### src/rtl/shift_sequencer.sv
// shift_sequencer
//   Multi-cycle shift controller. One request is accepted per start pulse and
//   then shifted over several cycles, at most STEP bit positions per cycle.
//   The final value matches a single-cycle combinational shifter.
//
// Ports
//   clk       system clock, rising edge
//   rst       asynchronous active-high reset, aborts any request in flight
//   start     request strobe, only looked at while in IDLE or DONE
//   a         32-bit operand (signed for arithmetic right shift)
//   shiftamt  32-bit unsigned shift amount, saturates at 32
//   op1, op2  mode: 00 shll, 10 shrl, 01 shra, 11 invalid (result 0)
//   busy      high while shifting
//   done      one-cycle completion pulse
//   res       result register, updated only when entering DONE
module shift_sequencer #(
   parameter int STEP = 4
) (
   input  logic        clk,
   input  logic        rst,
   input  logic        start,
   input  logic [31:0] a,
   input  logic [31:0] shiftamt,
   input  logic        op1,
   input  logic        op2,
   output logic        busy,
   output logic        done,
   output logic [31:0] res
);

   typedef enum logic [1:0] {
      IDLE  = 2'd0,
      SHIFT = 2'd1,
      DONE  = 2'd2
   } stateT;

   localparam logic [5:0] stepMax = 6'(STEP);

   stateT       state;
   stateT       nextState;
   logic [31:0] work;
   logic [1:0]  mode;
   logic [5:0]  remAmt;

   logic        accepting;
   logic [1:0]  acceptMode;
   logic [31:0] acceptWork;
   logic [5:0]  acceptRem;
   logic [5:0]  stepAmt;
   logic        lastStep;
   logic [31:0] shiftedWork;

   // Work out what a new request would load. Any amount with a bit set at
   // position 5 or above is 32 or more, so it clamps to 32; the invalid mode
   // loads a zero operand with nothing left to shift so it finishes at once.
   always_comb begin
      acceptMode = {op1, op2};
      accepting  = start && ((state == IDLE) || (state == DONE));
      acceptWork = a;
      acceptRem  = (|shiftamt[31:5]) ? 6'd32 : {1'b0, shiftamt[4:0]};
      if (acceptMode == 2'b11) begin
         acceptWork = 32'd0;
         acceptRem  = 6'd0;
      end
   end

   // One shift step: move by whatever is left, capped at STEP. When the
   // remaining amount fits in this step, this is the final cycle.
   always_comb begin
      stepAmt     = (remAmt < stepMax) ? remAmt : stepMax;
      lastStep    = (remAmt == stepAmt);
      shiftedWork = 32'd0;
      case (mode)
         2'b00:   shiftedWork = work << stepAmt;
         2'b10:   shiftedWork = work >> stepAmt;
         2'b01:   shiftedWork = $unsigned($signed(work) >>> stepAmt);
         default: shiftedWork = 32'd0;
      endcase
   end

   // State register; reset drops any request in flight.
   always_ff @(posedge clk or posedge rst) begin
      if (rst) begin
         state <= IDLE;
      end else begin
         state <= nextState;
      end
   end

   // Next-state logic. DONE behaves like IDLE for accepting, which is what
   // allows back-to-back requests without an idle bubble.
   always_comb begin
      nextState = state;
      case (state)
         IDLE, DONE: begin
            if (start) begin
               nextState = (acceptRem != 6'd0) ? SHIFT : DONE;
            end else begin
               nextState = IDLE;
            end
         end
         SHIFT: begin
            if (lastStep) begin
               nextState = DONE;
            end
         end
         default: nextState = IDLE;
      endcase
   end

   // Datapath registers. res is written only on the edge that enters DONE:
   // either at accept for zero-length/invalid requests, or on the last step.
   always_ff @(posedge clk or posedge rst) begin
      if (rst) begin
         work   <= 32'd0;
         mode   <= 2'd0;
         remAmt <= 6'd0;
         res    <= 32'd0;
      end else if (accepting) begin
         work   <= acceptWork;
         mode   <= acceptMode;
         remAmt <= acceptRem;
         if (acceptRem == 6'd0) begin
            res <= acceptWork;
         end
      end else if (state == SHIFT) begin
         work   <= shiftedWork;
         remAmt <= remAmt - stepAmt;
         if (lastStep) begin
            res <= shiftedWork;
         end
      end
   end

   // Status flags are plain decodes of the registered state.
   assign busy = (state == SHIFT);
   assign done = (state == DONE);

endmodule

### config.mk
export PLATFORM = sky130hd
export DESIGN_NAME = shift_sequencer
export DESIGN_NICKNAME = d
export VERILOG_FILES = /design/src/rtl/shift_sequencer.sv
export SDC_FILE = /design/constraint.sdc
export NUM_CORES = 1
export LEC_CHECK = 0
export CORE_MARGIN = 3
export CORE_UTILIZATION = 55
export CTS_BUF_LIST = sky130_fd_sc_hd__clkbuf_4 sky130_fd_sc_hd__clkbuf_8
export CTS_CLUSTER_DIAMETER = 60
export DETAILED_ROUTE_END_ITERATION = 16
export MAX_ROUTING_LAYER = met4
export PLACE_DENSITY = 0.93
export SYNTH_ARGS = -nofsm -noshare
export SYNTH_HDL_FRONTEND = slang
export SYNTH_SLANG_ARGS = --single-unit
### constraint.sdc
create_clock -name clk -period 3.2 [get_ports clk]
set_input_delay 0.64 -clock clk [delete_from_list [all_inputs] [get_ports clk]]
set_output_delay 0.64 -clock clk [all_outputs]
set_load 0.01 [all_outputs]
Word-level counts from Yosys, hierarchy flattened

Index checks and enable logic that the tools add are counted.

$add $sub $neg: 1
$lt $le $gt $ge: 1
Eq/ne operators: 8
Shift operators: 3
Multiplexer cells: 17
Reductions and logical operators: 11

Operators with widths:

| operator                                                    | number |
|---|---|
| 2-to-1 mux 32 bit                                           | 7 |
| case mux 32 bit (3 select lines)                            | 1 |
| << shifter 32 x 6 -> 32 bit                                 | 1 |
| >> shifter 32 x 6 -> 32 bit                                 | 1 |
| >>> shifter 32 x 6 -> 32 bit                                | 1 |
| 2-to-1 mux 6 bit                                            | 5 |
| OR reduction 27 bit                                         | 1 |
| == test 2 bit (second input constant)                       | 3 |
| == test 6 bit                                               | 1 |
| logical NOT 6 bit                                           | 1 |
| less-than comparator 6 x 3 -> 1 bit (second input constant) | 1 |
| 2-to-1 mux 2 bit                                            | 3 |
| nonzero test 6 bit                                          | 1 |
| subtractor 6 bit                                            | 1 |
| == test 2 x 1 -> 1 bit (second input constant)              | 2 |
| logical NOT 2 bit                                           | 2 |
| != test 2 x 1 -> 1 bit (second input constant)              | 2 |
| case mux 2 bit (2 select lines)                             | 1 |
| nonzero test 2 bit                                          | 2 |
| AND reduction 3 bit                                         | 1 |
| OR reduction 2 bit                                          | 1 |
| logical AND 1 bit                                           | 1 |
| logical OR 1 bit                                            | 1 |

Register bits: 74
Word-level logic and storage cells: 46

Longest topological paths before layout

Gate-level depths: netlist (run 1).

Depth in word-level cells: 7
Mapped depth: 11

Least setup slack after synthesis (run 1)

Ideal clock, no wire load.

Kind: register to register
Start point: register remAmt[3]
End point: register remAmt[4]
Arrival: 2.186 ns
Slack: 0.878 ns
Cell stages (with the launch flop): 12
Buffers on the path: 4
Period minus slack after synthesis: 2.322 ns
Cell sequence: dfrtp_1 > buf_6 > or4_1 > buf_2 > buf_6 > clkbuf_1 > nand2_1 > ha_1 > a21oi_1 > o21ai_0 > xor2_1 > o21ai_0

Longest elaborated chain between the ends: 5

Ends and longest elaborated chain:

| element                             | RTL line | text |
|---|---|---|
| start: declaration                  | 43       | `logic [5:0] remAmt;` |
| start signal: assignment            | 122      | `remAmt <= acceptRem;` |
| start signal: assignment            | 128      | `remAmt <= remAmt - stepAmt;` |
| less-than comparator 6 x 3 -> 1 bit | 70       | `stepAmt = (remAmt < stepMax) ? remAmt : stepMax;` |
| 2-to-1 mux 6 bit                    | 70       |  |
| subtractor 6 bit (*)                | 128      |  |
| 2-to-1 mux 6 bit (*)                | 126      | `end else if (state == SHIFT) begin` |
| 2-to-1 mux 6 bit (*)                | 119      | `end else if (accepting) begin` |

Mark *: on every way between the ends. The rest lies on a longest branch, timed or not. The select of a mux whose other input is x is not followed.
A chain may end at the register's enable or synchronous reset.

Worst setup path in the final report (run 1)

Start point: register remAmt[3]
End point: register res[28]

Longest elaborated chain between the ends: 7
Elaborated cells on any way between the ends: 12
Those cells by class: 1 x order compare; 1 x eq/ne; 3 x shift; 5 x mux; 2 x reduce/logical

Ends and longest elaborated chain:

| element                                              | RTL line | text |
|---|---|---|
| less-than comparator 6 x 3 -> 1 bit                  | 70       |  |
| 2-to-1 mux 6 bit                                     | 70       |  |
| >>> shifter 32 x 6 -> 32 bit (tied with other cells) | 76       | `2'b01: shiftedWork = $unsigned($signed(work) >>> stepAmt);` |
| case mux 32 bit (3 select lines)                     | 73       | `case (mode)` |
| 2-to-1 mux 32 bit                                    | 129      | `if (lastStep) begin` |
| 2-to-1 mux 32 bit                                    | 126      |  |
| 2-to-1 mux 32 bit                                    | 119      |  |
| end signal: assignment                               | 124      | `res <= acceptWork;` |
| end signal: assignment                               | 130      | `res <= shiftedWork;` |
| end: declaration                                     | 28       | `output logic [31:0] res` |

Parallel ways exist; a longest one is shown, timed or not. The select of a mux whose other input is x is not followed.

==> results.sh, run 1 <==
export IMPL_status="finished, final reports clean"
export IMPL_syn_inst=736
export IMPL_min_path_type="flip-flop to flip-flop"
export IMPL_synthArstFlopShare_pct=100
export IMPL_post_cts_resized=0
export IMPL_ant_nets=0
export IMPL_synth_edf_count=0
export IMPL_grt_pass1_wl_microns=38600
export IMPL_rsz0062_at_grt="false"
export IMPL_period_share_pct=90.9
export IMPL_max_cap_violations=0
export IMPL_grt_max_degree=33
export IMPL_n_antenna_cell=0
export IMPL_via_count=7183
export IMPL_yosysWarnings=0
export IMPL_synth_distinct_cells=84
export IMPL_drcViolationCount=0
export IMPL_cts_setup_buffers=0
export IMPL_rows=37
export IMPL_yosys_most_used_dff="dfrtp_1"
export IMPL_r2r_slack_ns=0.29
export IMPL_hpwlAfterDp_microns=18100
export IMPL_syn_avg_cell_area_sq_um=7.96
export IMPL_place_area_sq_mm=0.00728
export IMPL_top_level_ports=103
export IMPL_critPathKind="flip-flop to flip-flop"
export IMPL_grt_overflow=0
export IMPL_hold_viol_final=0
export IMPL_wl_per_cell_microns=25.1
export IMPL_cts_tree="built"
export IMPL_swShare_pct=51.0
export IMPL_worst_pin_slew_ns=0.734
export IMPL_drive_above_1_share_pct=14.7
export IMPL_cts_buffers=9
export IMPL_clock_power_share_pct=10.1
export IMPL_critPathLaunchType="flip-flop"
export IMPL_clockBufferDepth=2
export IMPL_port_buffer_count=102
export IMPL_cts_htree_levels=3
export IMPL_ctsHoldBuffers=0
export IMPL_max_freq_ghz=0.344
export IMPL_critical_path_required_ns=3.46
export IMPL_initial_core_util_pct=56.7
export IMPL_die_area_sq_mm=0.0119
export IMPL_path_clk_slew_ns=0.09
export IMPL_nFillCells=813
export IMPL_drt_vias_per_instance=7.24
export IMPL_power_leakage_nw=2.96
export IMPL_dr_pass1_iters=7
export IMPL_worstSkewPairLatency_ns=0.37
export IMPL_antenna_found_initial=0
export IMPL_vdd_ir_drop_max_mv=0.853
export IMPL_final_area_sq_mm=0.00750
export IMPL_grt_use_total_pct=43.7
export IMPL_setup_tns_final_ns=0
export IMPL_p_comb_share_pct=66.7
export IMPL_worst_ep_arrival_time_ns=3.17
export IMPL_power_density_mw_per_mm2=1120
export IMPL_final_min_clock_period_ns=2.91
export IMPL_setup_violations=0
export IMPL_drt_iter0_drc=1082
export IMPL_syn_nets=806
export IMPL_p_seq_share_pct=23.2
export IMPL_nets=921
export IMPL_ys_seq_area_share_pct=31.6
export IMPL_maxSlewViolCount=0
export IMPL_worstPathMaxFanout=32
export IMPL_internal_power_mw=4.11
export IMPL_skew_ns=0.0135
export IMPL_gp_congestion=1.13
export IMPL_cts_sinks=74
export IMPL_synth_seq_cells=74
export IMPL_drt_wl_total_microns=24900
export IMPL_max_slew_margin_pct=50.9
export IMPL_grt_pass1_vias=7001
export IMPL_syn_area_sq_mm=0.00586
export IMPL_die_y_microns=109
export IMPL_p_sw_mw=4.29
export IMPL_area_growth_pct=28.1
export IMPL_final_cell_mix="clkdlybuf4s50_1, a21oi_1, nand2_1"
export IMPL_cts_root_buf="clkbuf_8"
export IMPL_end_kind="flip-flop"
export IMPL_layout_commonest_cell="clkdlybuf4s50_1"
export IMPL_core_area_sq_mm=0.0103
export IMPL_fp_dieW_microns=109
==> cells in the mapped netlist, types with 5 or more instances <==
| cell type | number | area (sq um) |
|---|---|---|
| buf_2 | 17 | 85.1 |
| buf_6 | 5 | 56.3 |
| a21oi_1 | 84 | 420 |
| nand3_1 | 47 | 235 |
| inv_1 | 12 | 45.0 |
| nor3_1 | 17 | 85.1 |
| o21ai_0 | 48 | 240 |
| o31ai_1 | 6 | 45.0 |
| o22a_1 | 8 | 70.1 |
| and3_1 | 7 | 43.8 |
| a31oi_1 | 14 | 87.6 |
| nor4_1 | 11 | 68.8 |
| a22oi_1 | 7 | 52.6 |
| a32oi_1 | 7 | 61.3 |
| clkbuf_1 | 29 | 109 |
| o221ai_1 | 5 | 43.8 |
| dfrtp_1 | 74 | 1850 |
| mux2i_1 | 7 | 70.1 |
| a211o_1 | 5 | 43.8 |
| nand2_1 | 75 | 282 |
| nand2b_1 | 6 | 37.5 |
| o22ai_1 | 8 | 50.1 |
| o21ai_1 | 14 | 70.1 |
| o211ai_1 | 12 | 90.1 |
| a211oi_1 | 12 | 90.1 |
| nor2_1 | 65 | 244 |
| a221o_1 | 10 | 100 |
| mux2_2 | 23 | 259 |
==> power by group through the flow <==
stage / Sequential (mW) / Clock (mW) / Combinational [mW]
floorplan: 1.76 / 0 / 3.38
global placement: 1.90 / 0 / 5.26
detailed placement: 1.92 / 0 / 5.37
CTS: 1.91 / 0.846 / 5.41
global route: 1.98 / 0.885 / 5.93
finish: 1.95 / 0.852 / 5.60
==> critical path, cell delays in order, from the launching register on <==
cell     delay [ns]
dfrtp_1        0.49
or3_4          0.64
nor2_4         0.46
mux4_2         0.56
mux2i_1        0.17
o21ai_0        0.15
mux2_2         0.31
==> layer usage <==
metal,GRT usage [%],wire length [microns],vias to the layer above
li1,-,-,3046
met1,55.5,9260,3353
met2,66.5,11100,635
met3,10.0,3130,149
met4,19.9,1420,0
met5,-,0,-
==> through the flow <==
| stage | instances | util [%] | power, mW | setup WS (ns) | hold slack (ns) |
|---|---|---|---|---|---|
| 6_report | 992 | 72.7 | 8.40 | 0.292 | 0.490 |
| 3_5_place_dp | 976 | 70.5 | 7.29 | 0.352 | 0.476 |
| 2_1_floorplan | 736 | - | 5.14 | 0.678 | 0.511 |
| 4_1_cts | 992 | 72.7 | 8.16 | 0.341 | 0.494 |
| 3_3_place_gp | 976 | 70.5 | 7.16 | 0.413 | 0.461 |
| 5_1_grt | 992 | 72.7 | 8.80 | 0.186 | 0.527 |
==> kinds of logic after synthesis <==
logic type / after synthesis / share of synthesized area [%]
buf+inv: 73 / 5.96
compound gates: 292 / 33.4
flops: 74 / 31.6
fa+ha+maj: 1 / 0.214
other cells: 1 / 0.0640
xor+xnor: 3 / 0.449
simple gates: 259 / 21.6
mux: 33 / 6.77
==> worst paths after layout <==
kind | startpoint | to | cells after the start
worst max-delay path | remAmt[3] | res[28] | 6
worst min-delay path | res[1] | res[1] | 2
worst max register to register | remAmt[3] | res[28] | 6
worst min register to register | res[1] | res[1] | 2
max in group asynchronous | rst | mode[0] | 3
min in group asynchronous | rst | work[26] | 2
==> sequential cells by signal, summed over array words and instances, names as in the netlist <==
register / flops
remAmt: 6
work: 32
mode: 2
res: 32
state: 2
==> final cells by class <==
cell class                      instances  area, sq um  share of cell area, %
Clock buffer                           10          131                   1.75
Multi-Input combinational cell        589         3670                   48.9
Clock inverter                          6         90.1                   1.20
Sequential cell                        74         1850                   24.7
Timing Repair Buffer                  163         1540                   20.5
Inverter                               14         52.6                  0.700
Tap cell                              136          170                   2.27
(Power assumes the default switching activity.)
==> run 2: changes to the inputs <==
--- a/config.mk
+++ b/config.mk
@@ -5,6 +5,7 @@
 export SDC_FILE = /design/constraint.sdc
 export NUM_CORES = 1
 export LEC_CHECK = 0
+export CAP_MARGIN = 20
 export CORE_MARGIN = 3
 export CORE_UTILIZATION = 55
 export CTS_BUF_LIST = sky130_fd_sc_hd__clkbuf_4 sky130_fd_sc_hd__clkbuf_8
==> results of run 2 <==
No change in the layout: final DEF, timing and power equal those of run 1.
==> run 3: changes to the inputs <==
--- a/config.mk
+++ b/config.mk
@@ -8,7 +8,7 @@
 export CAP_MARGIN = 20
 export CORE_MARGIN = 3
 export CORE_UTILIZATION = 55
-export CTS_BUF_LIST = sky130_fd_sc_hd__clkbuf_4 sky130_fd_sc_hd__clkbuf_8
+export CTS_BUF_LIST = sky130_fd_sc_hd__clkbuf_4
 export CTS_CLUSTER_DIAMETER = 60
 export DETAILED_ROUTE_END_ITERATION = 16
 export MAX_ROUTING_LAYER = met4
==> run 3 against run 2 <==
Clock power decreased by 14%. Worst hold slack lost 0.072 ns. Via count grew 1.4%. Sequential power is essentially flat. Design area down 0.75%. Power shrank 1.2%. First-iteration DRC count rose by 6.3%. Critical path depth unchanged. Maximum frequency decreased by 1.4%. Non-clock buffer count unchanged. Register-to-register slack lost 0.04 ns. Setup slack got worse by 0.041 ns. Critical endpoint unchanged. Largest power group unchanged.
==> results.sh, run 3 (same netlist as run 1, synthesis figures left out) <==
export IMPL_end_kind="flip-flop"
export IMPL_worst_pin_slew_ns=0.689
export IMPL_cts_setup_buffers=0
export IMPL_die_y_microns=109
export IMPL_critical_path_required_ns=3.58
export IMPL_worstPathMaxFanout=32
export IMPL_ant_nets=0
export IMPL_dpl_cell_count=976
export IMPL_cts_tree="built"
export IMPL_antenna_found_initial=0
export IMPL_initial_core_util_pct=56.7
export IMPL_period_share_pct=92.1
export IMPL_hold_viol_final=0
export IMPL_clockBufferDepth=2
export IMPL_rows=37
export IMPL_die_area_sq_mm=0.0119
export IMPL_worst_ep_arrival_time_ns=3.33
export IMPL_status="finished, final reports clean"
export IMPL_dr_pass1_iters=9
export IMPL_cp_num_buf_inv=0
export IMPL_grt_pass1_vias=7014
export IMPL_regArea_sq_mm=0.00185
export IMPL_hpwlAfterDp_microns=18100
export IMPL_fp_dieW_microns=109
export IMPL_critPathSlowestCell="or3_4"
export IMPL_drt_iter0_drc=1150
export IMPL_area_growth_pct=27.2
export IMPL_min_path_type="input port to asynchronous set/reset pin"
export IMPL_p_total_mw=8.30
export IMPL_gp_congestion=1.13
export IMPL_grt_overflow=0
export IMPL_dpl_worst_slack_ns=0.352
export IMPL_layout_commonest_cell="clkdlybuf4s50_1"
export IMPL_final_area_sq_mm=0.00745
export IMPL_setup_violations=0
export IMPL_ctsHoldBuffers=0
export IMPL_max_cap_violations=0
export IMPL_path_clk_slew_ns=0.13
export IMPL_nFillCells=827
export IMPL_rsz0062_at_grt="false"
export IMPL_final_cell_mix="clkdlybuf4s50_1, a21oi_1, nand2_1"
export IMPL_vdd_ir_drop_max_mv=0.872
export IMPL_port_buffer_count=102
export IMPL_stdcell_count=992
export IMPL_r2r_cells=6
export IMPL_wl_per_cell_microns=25.3
export IMPL_max_freq_ghz=0.339
export IMPL_drcViolationCount=0
export IMPL_worstSkewPairLatency_ns=0.50
export IMPL_skew_ns=0.0297
export IMPL_slowest_delay_ns=0.65
export IMPL_cts_sinks=74
export IMPL_critPathLaunchType="flip-flop"
export IMPL_place_area_sq_mm=0.00728
export IMPL_max_slew_margin_pct=53.9
export IMPL_critPathKind="flip-flop to flip-flop"
export IMPL_final_min_clock_period_ns=2.95
export IMPL_core_area_sq_mm=0.0103
export IMPL_cts_root_buf="clkbuf_4"
export IMPL_setup_tns_final_ns=0
export IMPL_via_count=7286
export IMPL_r2r_slack_ns=0.25
export IMPL_top_level_ports=103
export IMPL_grt_use_total_pct=43.8
export IMPL_r2r_start="remAmt[3]"
export IMPL_n_antenna_cell=0
export IMPL_grt_max_degree=33
export IMPL_cts_htree_levels=3
export IMPL_setup_ws_ns=0.251
export IMPL_grt_pass1_wl_microns=38600
export IMPL_r2r_end="res[28]"
export IMPL_power_density_mw_per_mm2=1110
export IMPL_cp_top_family="simple AND/OR/NAND/NOR gates"
export IMPL_maxSlewViolCount=0
export IMPL_nets=921
export IMPL_multi_input_area_sq_mm=0.00367
export IMPL_cts_buffers=9
export IMPL_path_cells="or3_4 > nor2_4 > mux4_2 > mux2i_1 > o21ai_0 > mux2_2"
export IMPL_drt_wl_total_microns=25100
export IMPL_reg_largest_list="res: 32 flops, work: 32 flops, remAmt: 6 flops"
export IMPL_drive_above_1_share_pct=14.7
export IMPL_drt_vias_per_instance=7.34
export IMPL_post_cts_resized=0
export IMPL_power_leakage_nw=2.94
[run 3: cell count changes in the layout (fill, tap and decap cells not counted)]
| cell | delta |
|---|---|
| clkbuf_4 | +9 |
| clkbuf_8 | -9 |
[run 3: how the worst max path moves through the flow]
stage	start	endpoint	slack, ns	depth (start not counted)
detailed placement	remAmt[3]	res[28]	0.35	6
global placement	remAmt[3]	res[28]	0.41	6
floorplan	rst	mode[0]	0.68	1
CTS	remAmt[3]	res[28]	0.34	6
finish	remAmt[3]	res[28]	0.25	6
global route	remAmt[3]	res[28]	0.17	6
[run 3: layout make-up]
type	instances	share of cell area, %
Clock buffer	10	1.01
Tap cell	136	2.28
Inverter	14	0.706
Timing Repair Buffer	163	20.7
Clock inverter	6	1.21
Sequential cell	74	24.9
Multi-Input combinational cell	589	49.2
[run 3: routing by layer]
| metal | global-route usage [%] | vias to the layer above | wire (microns) |
|---|---|---|---|
| met1 | 55.9 | 3384 | 9280 |
| met3 | 9.12 | 192 | 3220 |
| li1 | - | 3045 | - |
| met4 | 21.2 | 0 | 1590 |
| met2 | 66.4 | 665 | 11000 |
| met5 | - | - | 0 |
[run 3: where the power goes]
part | internal (mW) | switching, mW | leakage, nW
Sequential | 1.37 | 0.568 | 0.917
Combinational | 2.28 | 3.34 | 1.93
Clock | 0.327 | 0.402 | 0.0870
[run 3: worst register-to-register path: stages, from the launching register on]
cell     delay, ns
dfrtp_1       0.51
or3_4         0.65
nor2_4        0.48
mux4_2        0.57
mux2i_1       0.18
o21ai_0       0.15
mux2_2        0.31
[run 3: per-stage QoR]
stage	hold WS (ns)	util (%)
floorplan	0.511	-
global placement	0.461	70.5
detailed placement	0.476	70.5
CTS	0.447	72.1
global route	0.479	72.1
finish	0.419	72.1
